$ cat config.mk
export PLATFORM = sky130hd
export DESIGN_NAME = f32_to_int
export DESIGN_NICKNAME = d
export VERILOG_FILES = /design/src/rtl/f32_to_int.sv
export SDC_FILE = /design/constraint.sdc
export NUM_CORES = 1
export LEC_CHECK = 0
export CORE_ASPECT_RATIO = 1.1
export CORE_UTILIZATION = 59
export CTS_CLUSTER_SIZE = 16
export DETAILED_ROUTE_END_ITERATION = 16
export PLACE_DENSITY = 0.86
export SLEW_MARGIN = 10
export SYNTH_ARGS = -nofsm -noshare
export SYNTH_HDL_FRONTEND = slang
export SYNTH_SLANG_ARGS = --single-unit
$ cat constraint.sdc
create_clock -name clk -period 3.6 [get_ports clk]
set_input_delay 0.54 -clock clk [delete_from_list [all_inputs] [get_ports clk]]
set_output_delay 0.54 -clock clk [all_outputs]
set_load 0.01 [all_outputs]
$ cat src/rtl/f32_to_int.sv
// Single-precision float to signed integer converter.
// Special operands (NaN, infinity, out of range, |x| < 1) resolve on the accept
// edge; in-range operands align the significand one bit per clock, collecting
// discarded bits into a sticky inexact flag. Rounding is truncation toward zero.
//
// state | meaning
// ------+-------------------------------------------------------------
// IDLE  | ready for an operand (in_ready=1)
// SHIFT | aligning significand, one bit per clock until cnt reaches 0
// DONE  | result presented (out_valid=1), held until out_ready
module f32_to_int #(
    parameter int WIDTH         = 32,
    parameter int EXPONENTWIDTH = 8,
    parameter int MANTISSAWIDTH = 23
) (
    input  logic             clk,
    input  logic             rst,
    input  logic             in_valid,
    output logic             in_ready,
    input  logic [WIDTH-1:0] in_f,
    output logic             out_valid,
    input  logic             out_ready,
    output logic [WIDTH-1:0] out_int,
    output logic [2:0]       out_flags
);

    localparam int BIAS = (1 << (EXPONENTWIDTH - 1)) - 1;
    localparam int CNTW = $clog2(WIDTH);

    // Exponent thresholds: 1.0, significand LSB weight of 1, and 2^(WIDTH-1).
    localparam logic [EXPONENTWIDTH-1:0] EXP_ONE     = EXPONENTWIDTH'(BIAS);
    localparam logic [EXPONENTWIDTH-1:0] EXP_UNIT    = EXPONENTWIDTH'(BIAS + MANTISSAWIDTH);
    localparam logic [EXPONENTWIDTH-1:0] EXP_SAT     = EXPONENTWIDTH'(BIAS + WIDTH - 1);
    localparam logic [EXPONENTWIDTH-1:0] EXP_SPECIAL = '1;

    localparam logic [WIDTH-1:0] MAX_POS = {1'b0, {(WIDTH-1){1'b1}}};
    localparam logic [WIDTH-1:0] MIN_NEG = {1'b1, {(WIDTH-1){1'b0}}};

    localparam logic [1:0] S_IDLE  = 2'd0;
    localparam logic [1:0] S_SHIFT = 2'd1;
    localparam logic [1:0] S_DONE  = 2'd2;

    logic [1:0]       state_q, state_d;
    logic [WIDTH-1:0] mag_q, mag_d;
    logic [CNTW-1:0]  cnt_q, cnt_d;
    logic             left_q, left_d;
    logic             sign_q, sign_d;
    logic             sticky_q, sticky_d;
    logic [WIDTH-1:0] int_q, int_d;
    logic [2:0]       flags_q, flags_d;

    logic                     sign_f;
    logic [EXPONENTWIDTH-1:0] exp_f;
    logic [MANTISSAWIDTH-1:0] mant_f;
    logic                     mant_zero;

    assign sign_f    = in_f[WIDTH-1];
    assign exp_f     = in_f[WIDTH-2 -: EXPONENTWIDTH];
    assign mant_f    = in_f[MANTISSAWIDTH-1:0];
    assign mant_zero = (mant_f == '0);

    assign in_ready  = (state_q == S_IDLE);
    assign out_valid = (state_q == S_DONE);
    assign out_int   = int_q;
    assign out_flags = flags_q;

    // Next-state: classify at accept, serial alignment in SHIFT, hold in DONE.
    always_comb begin
        state_d  = state_q;
        mag_d    = mag_q;
        cnt_d    = cnt_q;
        left_d   = left_q;
        sign_d   = sign_q;
        sticky_d = sticky_q;
        int_d    = int_q;
        flags_d  = flags_q;
        case (state_q)
            S_IDLE: begin
                if (in_valid) begin
                    sign_d   = sign_f;
                    sticky_d = 1'b0;
                    state_d  = S_DONE;
                    if (exp_f == EXP_SPECIAL && !mant_zero) begin
                        int_d   = MIN_NEG;
                        flags_d = 3'b100;
                    end else if (exp_f >= EXP_SAT) begin
                        // -2^(WIDTH-1) is exactly representable; everything else here overflows.
                        if (sign_f && exp_f == EXP_SAT && mant_zero) begin
                            int_d   = MIN_NEG;
                            flags_d = 3'b000;
                        end else begin
                            int_d   = sign_f ? MIN_NEG : MAX_POS;
                            flags_d = 3'b010;
                        end
                    end else if (exp_f < EXP_ONE) begin
                        int_d   = '0;
                        flags_d = {2'b00, (exp_f != '0) || !mant_zero};
                    end else begin
                        mag_d   = WIDTH'({1'b1, mant_f});
                        state_d = S_SHIFT;
                        if (exp_f >= EXP_UNIT) begin
                            left_d = 1'b1;
                            cnt_d  = CNTW'(exp_f - EXP_UNIT);
                        end else begin
                            left_d = 1'b0;
                            cnt_d  = CNTW'(EXP_UNIT - exp_f);
                        end
                    end
                end
            end
            S_SHIFT: begin
                if (cnt_q != '0) begin
                    cnt_d = cnt_q - CNTW'(1);
                    if (left_q) begin
                        mag_d = mag_q << 1;
                    end else begin
                        mag_d    = mag_q >> 1;
                        sticky_d = sticky_q | mag_q[0];
                    end
                end else begin
                    int_d   = sign_q ? -mag_q : mag_q;
                    flags_d = {2'b00, sticky_q};
                    state_d = S_DONE;
                end
            end
            S_DONE: begin
                if (out_ready) begin
                    state_d = S_IDLE;
                end
            end
            default: begin
                state_d = S_IDLE;
            end
        endcase
    end

    // State registers; synchronous reset discards any operation in flight.
    always_ff @(posedge clk) begin
        if (rst) begin
            state_q  <= S_IDLE;
            mag_q    <= '0;
            cnt_q    <= '0;
            left_q   <= 1'b0;
            sign_q   <= 1'b0;
            sticky_q <= 1'b0;
            int_q    <= '0;
            flags_q  <= 3'b000;
        end else begin
            state_q  <= state_d;
            mag_q    <= mag_d;
            cnt_q    <= cnt_d;
            left_q   <= left_d;
            sign_q   <= sign_d;
            sticky_q <= sticky_d;
            int_q    <= int_d;
            flags_q  <= flags_d;
        end
    end

endmodule

==> results of run 1 <==
-- through the flow --
step           util, %  instances
2_1_floorplan        -        624
3_3_place_gp      69.9        754
3_5_place_dp      69.9        754
4_1_cts           72.6        769
5_1_grt           72.6        769
6_report          72.6        769
-- registers in the layout (all words and copies together), names as in the netlist --
register / count
out_flags: 3
mag_q: 32
sign_q: 1
state_q: 2
left_q: 1
out_int: 32
sticky_q: 1
cnt_q: 5
-- critical path: stages --
cell and delay, ns:
clkdlybuf4s50_1 0.69, ha_1 0.31, o2111a_1 0.23, o32ai_1 0.15, a21boi_2 0.61, buf_4 0.39
nand2_1 0.09, a21oi_1 0.14
-- where the power goes --
| group | total (mW) | internal (mW) | switching (mW) |
|---|---|---|---|
| Sequential | 0.943 | 0.901 | 0.0420 |
| Combinational | 0.438 | 0.206 | 0.232 |
| Clock | 0.707 | 0.405 | 0.302 |
| Total | 2.09 | 1.51 | 0.576 |
-- synthesized netlist by cell type (all sizes together) (5+ instances only) --
cell / instances / area (um^2)
buf: 10 / 58.8
nand3: 19 / 95.1
xnor2: 13 / 114
o211ai: 26 / 195
inv: 12 / 45.0
and2: 13 / 82.6
o21ai: 11 / 58.8
ha: 8 / 100
a211oi: 35 / 268
mux2: 9 / 105
nor4: 13 / 96.3
a21oi: 46 / 230
nor2: 67 / 251
nand2: 81 / 304
clkbuf: 50 / 189
o41ai: 8 / 70.1
o31ai: 5 / 37.5
a31oi: 11 / 68.8
a311oi: 5 / 43.8
or4: 5 / 45.0
nor3: 14 / 80.1
or3: 5 / 31.3
mux2i: 36 / 360
dfxtp: 77 / 1540
-- layout by cell type, fill, tap and decap left out, types with 13 or more instances in the layout --
cell type / count
nand2_1: 81
dfxtp_1: 77
clkdlybuf4s50_1: 71
nor2_1: 67
a21oi_1: 46
mux2i_1: 36
a211oi_1: 34
o211ai_1: 26
nand3_1: 19
xnor2_1: 13
-- cell type report --
type / instances / area (um^2)
clock inverter: 4 / 72.6
sequential: 77 / 1540
multi-input combinational: 475 / 3020
inverter: 12 / 45.0
fill: 631 / 2170
tap: 108 / 135
timing repair buffer: 82 / 791
clock buffer: 11 / 141
-- worst max path at each step --
stage             start  slack [ns]  cells after the start                        to
6_report       in_f[24]        0.71                      8    mag_q[27]$_SDFFE_PP0P_
5_1_grt        in_f[24]        0.57                      8    mag_q[29]$_SDFFE_PP0P_
2_1_floorplan  in_f[23]        1.46                      8  out_int[31]$_SDFFE_PP0P_
3_3_place_gp   in_f[23]        0.63                      9     mag_q[4]$_SDFFE_PP0P_
3_5_place_dp   in_f[24]        0.48                      8    mag_q[31]$_SDFFE_PP0P_
4_1_cts        in_f[24]        0.83                      8    mag_q[31]$_SDFFE_PP0P_
-- kinds of logic after synthesis --
kind of cell,Yosys count,share of synthesized area [%]
AOI/OAI and AO/OA,167,23.9
DFF,77,31.9
xor gates and xnor gates,14,2.54
buffers and inverters,72,6.06
and+or+nand+nor,241,23.9
muxes,45,9.63
adders and majority gates,8,2.07
-- layer usage --
metal | GRT usage [%] | vias up | part of all wire, % | wire, um
met5 | 0 | - | 0 | 0
met4 | 8.68 | 0 | 1.4 | 176
met3 | 5.72 | 19 | 7.5 | 947
met2 | 46.0 | 220 | 46 | 5830
met1 | 44.8 | 2230 | 45 | 5680
li1 | - | 2332 | - | -
==> metrics.txt, run 1 <==
peak supply drop roughly 190 uV; Die Area 0.00856 mm^2; r2r setup slk roughly 1.0 ns; Hold Crit Class register to register; worst-path fanout max 22; final hold vios 0; vias in the first global route roughly 4300; Synth async-reset ratio 0%; die width slightly below 90 um; Cell Area, Synth between 0.004 and 0.005 mm^2; Iter 0 DRT Violations 567; # Post-CTS Setup Buffers 0; Setup crit end kind register; Slew headroom between 30 and 40%; Cells after Synth roughly 620; Post-CTS Hold Fix Bufs 0; Gates resized, CTS repair 0; PwrDens between 300 and 400 mW/mm^2; unrepaired setup endpoints after global routing no; Placeable Area a little under 0.008 mm^2; Tcrit/Tclk final approximately 80%; total wire length 12.6 mm; Inserted Diodes 0; clock latency on the worst-skew pair 0.35 ns; Fin Hold WS around 0.49 ns; total track usage 30.8%; post-layout min period 2.89 ns; Port Buffers between 70 and 80; Post-synth EDFFs 0; first-pass GRT wire length 21.1 mm; Avg Vias per Cell about 6.2; Layout Nets around 700; Finished Cell Area around 0.0057 mm^2; Setup WS post-layout 0.706 ns; Final Max Slew Viols 0; Max-Cap Viols 0; critical path type primary input to register; post-detail-place hpwl ~8.8 mm; Max Clock Freq 346 MHz; antenna violations before repair 0; Place WS 0.482 ns; area grow syn2layout 18.8%; row cnt 34; Pwr Total between 2 and 2.5 mW; H-tree lvl count 3; drt drc 0; hold path startpoint sticky_q$_SDFFE_PP0P_; syn nets around 670; starting density of the core around three fifths; Req. time, crit path between 3 and 4 ns; 1st-pass router iterations 5; overall die height ~97 um; Ys Warns 0; Sum Neg Setup Slack 0 ns; antenna-violating nets left 0; sequential area share after synthesis 31.9%; # setup viols final 0; CTS Buffer Depth 2; Routed WL per cell approximately 16 um; Startpoint Class primary input; RePlAce Congestion around 0.86; clk slew on worst S/H paths around 0.080 ns; Boundary Pins 73; WHS Endpoint out_flags[0]$_SDFFE_PP0P_; Sink Count 77; worst-case clock skew a little over 0.01 ns; root buf cell clkbuf_8; layout cells sized above 1 7.87%; Worst-Margin Slew approximately 1 ns; Leak Pwr roughly 1.9 nW; syn_area_per_cell around 7.7 um^2; CTS tree built; Synth Flop Type dfxtp_1; status complete, no violations; Yosys reg bits a little under 80; post-place instance area between 0.005 and 0.006 mm^2; total grt overflow 0; TritonCTS Buffers 9; worst r2r path cells 9; Hold Path Cell Cnt 2; reg2reg start cnt_q[0]$_SDFFE_PP0P_; Crit path arrival time ~3.2 ns; Vias 4801; largest net degree at the start of global routing 73; post-synth cell types 63; worst reg2reg endpoint mag_q[27]$_SDFFE_PP0P_
Note: power is estimated with default switching activity, not from simulation.
==> run 2: changes to the inputs <==
--- a/config.mk
+++ b/config.mk
@@ -6,10 +6,10 @@
 export NUM_CORES = 1
 export LEC_CHECK = 0
 export CORE_ASPECT_RATIO = 1.1
-export CORE_UTILIZATION = 59
+export CORE_UTILIZATION = 55
 export CTS_CLUSTER_SIZE = 16
 export DETAILED_ROUTE_END_ITERATION = 16
-export PLACE_DENSITY = 0.86
+export PLACE_DENSITY = 0.81
 export SLEW_MARGIN = 10
 export SYNTH_ARGS = -nofsm -noshare
 export SYNTH_HDL_FRONTEND = slang
==> constraint.sdc (replaced) <==
create_clock -name clk -period 2.69 [get_ports clk]
set_input_delay 0.4035 -clock clk [delete_from_list [all_inputs] [get_ports clk]]
set_output_delay 0.4035 -clock clk [all_outputs]
set_load 0.01 [all_outputs]
==> run 2 against run 1 <==
  * Sequential share of layout area fell by 0.57 points
  * Clock power grew 26%
  * First-iteration DRC count shrank 23%
  * Critical path depth decreased by 1
  * Clock skew rose by 0.0045 ns
  * Setup slack got worse by 0.33 ns
  * Global-route usage decreased by 2.1 points
  * Via count increased by 1.2%
  * Cell count increased by 2.0%
  * Wire length grew 0.36%
  * Total power up 32%
  * Count of clock-buffer cells in the layout unchanged
  * Critical path type is now register to register
  * Largest power group unchanged
==> metrics.txt, run 2 (same netlist as run 1, synthesis figures left out) <==
starting density of the core 57.2% (was 61.1%); PwrDens 470 mW/mm^2 (was 363 mW/mm^2); Pwr Total 2.76 mW (was 2.09 mW); unrepaired setup endpoints after global routing no (unchanged); Max-Cap Viols 0 (unchanged); Hold Path Cell Cnt 2 (unchanged); RePlAce Congestion 0.944 (was 0.857); Routed WL per cell 16.2 um (was 16.4 um); total grt overflow 0 (unchanged); Final Max Slew Viols 0 (unchanged); Setup crit end kind register (unchanged); CTS Buffer Depth 2 (unchanged); Fin Hold WS 0.375 ns (was 0.485 ns); vias in the first global route 4424 (was 4291); post-place instance area 0.00567 mm^2 (was 0.00553 mm^2); 1st-pass router iterations 5 (unchanged); Avg Vias per Cell 6.20 (was 6.24); Sink Count 77 (unchanged); Critical Path Max Stage Delay 0.68 ns (was 0.69 ns); Iter 0 DRT Violations 435 (was 567); Req. time, crit path 2.95 ns (was 3.87 ns); Crit path arrival time 2.57 ns (was 3.17 ns); layout cells sized above 1 9.51% (was 7.87%); Gates resized, CTS repair 0 (unchanged); Port Buffers 72 (unchanged); worst-path fanout max 12 (was 22); antenna-violating nets left 0 (unchanged); Die Area 0.00917 mm^2 (was 0.00856 mm^2); post-detail-place hpwl 8.99 mm (was 8.78 mm); r2r setup slk 0.37 ns (was 1.04 ns); Inserted Diodes 0 (unchanged); TritonCTS Buffers 9 (unchanged); worst r2r path cells 7 (was 9); # Post-CTS Setup Buffers 0 (unchanged); CTS tree built (unchanged); Leak Pwr 1.96 nW (was 1.89 nW); worst reg2reg endpoint out_int[14]$_SDFFE_PP0P_ (was mag_q[27]$_SDFFE_PP0P_); Post-CTS Hold Fix Bufs 0 (unchanged); Max Clock Freq between 400 and 500 MHz; post-layout min period between 2 and 2.5 ns; crit-path cells inv_1, ha_1, or4b_1, o41ai_1, xnor2_1, nand2_1, a211oi_1 (was clkdlybuf4s50_1, ha_1, o2111a_1, o32ai_1, a21boi_2, buf_4, nand2_1, a21oi_1); Layout Nets 712 (was 701); critical path type register to register (was primary input to register); peak supply drop 280 uV (was 194 uV); clk slew on worst S/H paths 0.08 ns (about the same); die width 91.4 um (was 88.3 um); clock latency on the worst-skew pair 0.35 ns (about the same); Hold Crit Class primary input to register (was register to register); largest net degree at the start of global routing 48 (was 73); status complete, no violations (unchanged); total track usage 28.7% (was 30.8%); # setup viols final 0 (unchanged); Sum Neg Setup Slack 0 ns (unchanged); total wire length 12.7 mm (was 12.6 mm); root buf cell clkbuf_8 (unchanged); Final Core Density 69.4% (was 72.6%); drt drc 0 (unchanged); H-tree lvl count 3 (unchanged); antenna violations before repair 0 (unchanged); Startpoint Class register (was primary input); Worst-Margin Slew 0.568 ns (was 1.01 ns); area grow syn2layout 21.4% (was 18.8%); hold path startpoint rst (was sticky_q$_SDFFE_PP0P_); Crit-path slowest cell or4b_1 (was clkdlybuf4s50_1); commonest non-fill, non-tap cell in the layout nand2_1 (unchanged); Placeable Area 0.00845 mm^2 (was 0.00791 mm^2); WHS Endpoint mag_q[7]$_SDFFE_PP0P_ (was out_flags[0]$_SDFFE_PP0P_); Tcrit/Tclk final around 86%; reg2reg start mag_q[1]$_SDFFE_PP0P_ (was cnt_q[0]$_SDFFE_PP0P_); Slew headroom 62.1% (was 32.4%); most frequent cells in the layout nand2_1 (81), dfxtp_1 (77), clkdlybuf4s50_1 (71), nor2_1 (67), a21oi_1 (46) (unchanged); final hold vios 0 (unchanged); worst-case clock skew 0.0148 ns (was 0.0103 ns); Boundary Pins 73 (unchanged); Finished Cell Area 0.00587 mm^2 (was 0.00574 mm^2); first-pass GRT wire length 21.6 mm (was 21.1 mm); overall die height 100 um (was 96.9 um); Vias 4857 (was 4801); row cnt 35 (was 34)
[run 2: cell types whose count changed in the layout (fill, tap and decap cells not counted), sizes merged]
cell,previous run,this run
buf,11,22
bufinv,2,1
clkinv,1,3
[run 2: final cells by class]
| cell class | instances | area, um^2 |
|---|---|---|
| tap | 111 | 139 |
| multi-input combinational | 475 | 3020 |
| sequential | 77 | 1540 |
| clock buffer | 11 | 141 |
| timing repair buffer | 93 | 923 |
| fill | 720 | 2580 |
| inverter | 12 | 45.0 |
| clock inverter | 5 | 60.1 |
[run 2: how the worst max path moves through the flow]
stage,startpoint,to,slack (ns)
2_1_floorplan,mag_q[18]$_SDFFE_PP0P_,out_int[31]$_SDFFE_PP0P_,0.63
3_3_place_gp,in_f[25],cnt_q[1]$_SDFFE_PP0P_,0.21
3_5_place_dp,in_f[24],out_int[1]$_SDFFE_PP0P_,0.13
4_1_cts,mag_q[1]$_SDFFE_PP0P_,out_int[14]$_SDFFE_PP0P_,0.39
5_1_grt,mag_q[1]$_SDFFE_PP0P_,out_int[12]$_SDFFE_PP0P_,0.22
6_report,mag_q[1]$_SDFFE_PP0P_,out_int[14]$_SDFFE_PP0P_,0.37
[run 2: metal layers]
metal	GRT usage [%]	vias up	share of wire [%]
met3	3.48	14	6.0
met5	0	-	0
met1	42.0	2274	48
met4	9.28	0	1.3
met2	43.7	205	45
li1	-	2364	-
[run 2: critical path, delay by kind of cell, from the launching register on]
family / cells / cell delay, ns
AO/OA/AOI/OAI: 2 / 0.65
XOR/XNOR: 1 / 0.17
adder cells (fa/ha/maj): 1 / 0.19
buffers and inverters: 1 / 0.12
flip-flops: 1 / 0.34
AND/OR/NAND/NOR: 2 / 0.76
[run 2: through the flow]
step / std cells / worst slack [ns]
floorplan: 624 / 0.633
global placement: 768 / 0.210
detailed placement: 768 / 0.134
global route: 784 / 0.217
CTS: 784 / 0.387
finish: 784 / 0.375
[run 2: power breakdown]
part	internal (mW)	leakage, nW	switching [mW]
Combinational	0.295	1.23	0.317
Sequential	1.21	0.629	0.0511
Clock	0.456	0.0995	0.435
Total	1.96	1.96	0.803
==> run 3: changes to the inputs <==
--- a/config.mk
+++ b/config.mk
@@ -9,6 +9,7 @@
 export CORE_UTILIZATION = 55
 export CTS_CLUSTER_SIZE = 16
 export DETAILED_ROUTE_END_ITERATION = 16
+export MAX_ROUTING_LAYER = met4
 export PLACE_DENSITY = 0.81
 export SLEW_MARGIN = 10
 export SYNTH_ARGS = -nofsm -noshare
==> run 3 against run 2 <==
  * Count of clock-buffer cells in the layout decreased by 1
  * Non-clock buffer count is 4 higher
  * Highest routed layer unchanged
  * Sequential share of layout area fell by 0.23 points
  * Die area stayed put
==> metrics.txt, run 3 (same netlist as run 1, synthesis figures left out) <==
status complete, no violations (unchanged); logic gate share of total power 21.1% (was 22.2%); first-pass GRT wire length 21.8 mm (was 21.6 mm); FF+latch area 0.00154 mm^2 (unchanged); H-tree lvl count 3 (unchanged); area grow syn2layout 22.5% (was 21.4%); unrepaired setup endpoints after global routing no (unchanged); Seq pwr share 43.1% (was 45.5%); NetSw 0.785 mW (was 0.803 mW); worst-path fanout max 22 (was 12); GR met3 Demand/Resource 3.86% (was 3.48%); overall die height 100 um (unchanged); Routed WL per cell 16.3 um (was 16.2 um); met1 usage in global routing 42.6% (was 42.0%); Tcrit/Tclk final 87.8% (was 86.1%); Leak Pwr 1.98 nW (was 1.96 nW); layout cells sized above 1 9.93% (was 9.51%); Final Max Slew Viols 0 (unchanged); RePlAce Congestion 0.950 (was 0.944); multi-input combinational cell area 0.00302 mm^2 (unchanged); reg2reg start cnt_q[0]$_SDFFE_PP0P_ (was mag_q[1]$_SDFFE_PP0P_); post-layout min period 2.36 ns (was 2.32 ns); Slew headroom 62.8% (was 62.1%); total track usage 30.1% (was 28.7%); antenna-violating nets left 0 (unchanged); Pwr Total 2.92 mW (was 2.76 mW); CTS tree built (unchanged); root buf cell clkbuf_8 (unchanged); Placeable Area 0.00845 mm^2 (unchanged); commonest non-fill, non-tap cell in the layout nand2_1 (unchanged); final hold vios 0 (unchanged); CP Launch Point cnt_q[0]$_SDFFE_PP0P_ (was mag_q[1]$_SDFFE_PP0P_); CTS Buffer Depth 2 (unchanged); Worst-Margin Slew 0.558 ns (was 0.568 ns); Die Area 0.00917 mm^2 (unchanged); crit path capture mag_q[29]$_SDFFE_PP0P_ (was out_int[14]$_SDFFE_PP0P_); Sink Count 77 (unchanged); Sum Neg Setup Slack 0 ns (unchanged); Post-CTS Hold Fix Bufs 0 (unchanged); hold path startpoint rst (unchanged); most frequent cells in the layout nand2_1 (81), dfxtp_1 (77), clkdlybuf4s50_1 (71), nor2_1 (67), a21oi_1 (46) (unchanged); PwrDens 493 mW/mm^2 (was 470 mW/mm^2); drt drc 0 (unchanged); clock latency on the worst-skew pair 0.35 ns (about the same); Iter 0 DRT Violations 484 (was 435); worst-case clock skew 0.0128 ns (was 0.0148 ns); # Post-CTS Setup Buffers 0 (unchanged); Layout Cells excl Fill 786 (was 784); critical path type register to register (unchanged); Req. time, crit path 2.96 ns (was 2.95 ns); Setup crit end kind register (unchanged); worst reg2reg endpoint mag_q[29]$_SDFFE_PP0P_ (was out_int[14]$_SDFFE_PP0P_); r2r setup slk 0.33 ns (was 0.37 ns); Final Core Density 70.0% (was 69.4%); 1st-pass router iterations 5 (unchanged); M2 GR Usage 44.9% (was 43.7%); clock network power share 35.9% (was 32.3%); largest net degree at the start of global routing 38 (was 48); # setup viols final 0 (unchanged); Gates resized, CTS repair 0 (unchanged); post-place instance area 0.00568 mm^2 (was 0.00567 mm^2); Vias 4831 (was 4857); Sw Share 26.9% (was 29.1%); clk slew on worst S/H paths 0.08 ns (about the same); placed cell count 772 (was 768); Startpoint Class register (unchanged); antenna violations before repair 0 (unchanged); Finished Cell Area 0.00592 mm^2 (was 0.00587 mm^2); Max Clock Freq 423 MHz (was 432 MHz); Crit path arrival time 2.64 ns (was 2.57 ns); die width 91.4 um (unchanged); GR peak layer met2 (unchanged); Pint 2.13 mW (was 1.96 mW); total grt overflow 0 (unchanged); vias in the first global route 4406 (was 4424); peak supply drop 244 uV (was 280 uV); Hold Crit Class primary input to register (unchanged); Inserted Diodes 0 (unchanged); FILL cells 698 (was 720); post-detail-place hpwl 9.14 mm (was 8.99 mm); worst r2r path cells 9 (was 7); Layout Nets 716 (was 712); Port Buffers 72 (unchanged); Avg Vias per Cell 6.15 (was 6.20); starting density of the core 57.2% (unchanged); Boundary Pins 73 (unchanged); TritonCTS Buffers 9 (unchanged); Max-Cap Viols 0 (unchanged); row cnt 35 (unchanged); total wire length 12.8 mm (was 12.7 mm)
==> run 3: cell count changes in the layout (fill, tap and decap cells not counted) <==
cell       change
clkinv_2       -1
clkinv_4       -2
clkbuf_1       -1
buf_12         -1
bufinv_16      +2
buf_4          +5
==> run 3: power groups by stage <==
stage,Clock [mW],Combinational (mW),Sequential [mW]
5_1_grt,1.11,0.672,1.27
4_1_cts,1.06,0.611,1.26
3_5_place_dp,0,0.609,1.28
6_report,1.05,0.615,1.26
2_1_floorplan,0,0.330,1.29
3_3_place_gp,0,0.600,1.28
==> run 3: worst min-delay path by stage <==
stage | to | cells past startpoint
4_1_cts | state_q[1]$_SDFFE_PP0P_ | 2
6_report | state_q[1]$_SDFFE_PP0P_ | 2
2_1_floorplan | mag_q[1]$_SDFFE_PP0P_ | 2
5_1_grt | state_q[1]$_SDFFE_PP0P_ | 2
3_3_place_gp | out_flags[0]$_SDFFE_PP0P_ | 2
3_5_place_dp | out_flags[0]$_SDFFE_PP0P_ | 2
==> run 3: cell type report <==
cell class / instances / area share [%]
multi-input cells: 475 / 51.0
clock buffers: 10 / 2.33
repair buffers: 97 / 15.9
clock inverters: 4 / 1.65
inverters: 12 / 0.761
well taps: 111 / 2.35
flip-flops and latches: 77 / 26.0
==> run 3: per-layer routing <==
layer  vias up  wire, um
met5         -         0
met4         0       154
met3        16       824
met2       193      5870
met1      2259      5970
li1       2363         -
==> run 3: through the flow <==
step	hold slack (ns)	setup WS, ns
floorplan	0.452	0.633
global placement	0.466	0.166
detailed placement	0.478	0.105
CTS	0.449	0.380
global route	0.462	0.175
finish	0.455	0.328
==> run 3: critical path, cell delays in order (launching register included) <==
cell      delay (ns)
dfxtp_1         0.34
inv_1           0.14
ha_1            0.19
nor4b_1         0.27
buf_4           0.21
nand2b_1        0.14
a21boi_2        0.39
buf_4           0.33
nand2_1         0.11
a21oi_1         0.16
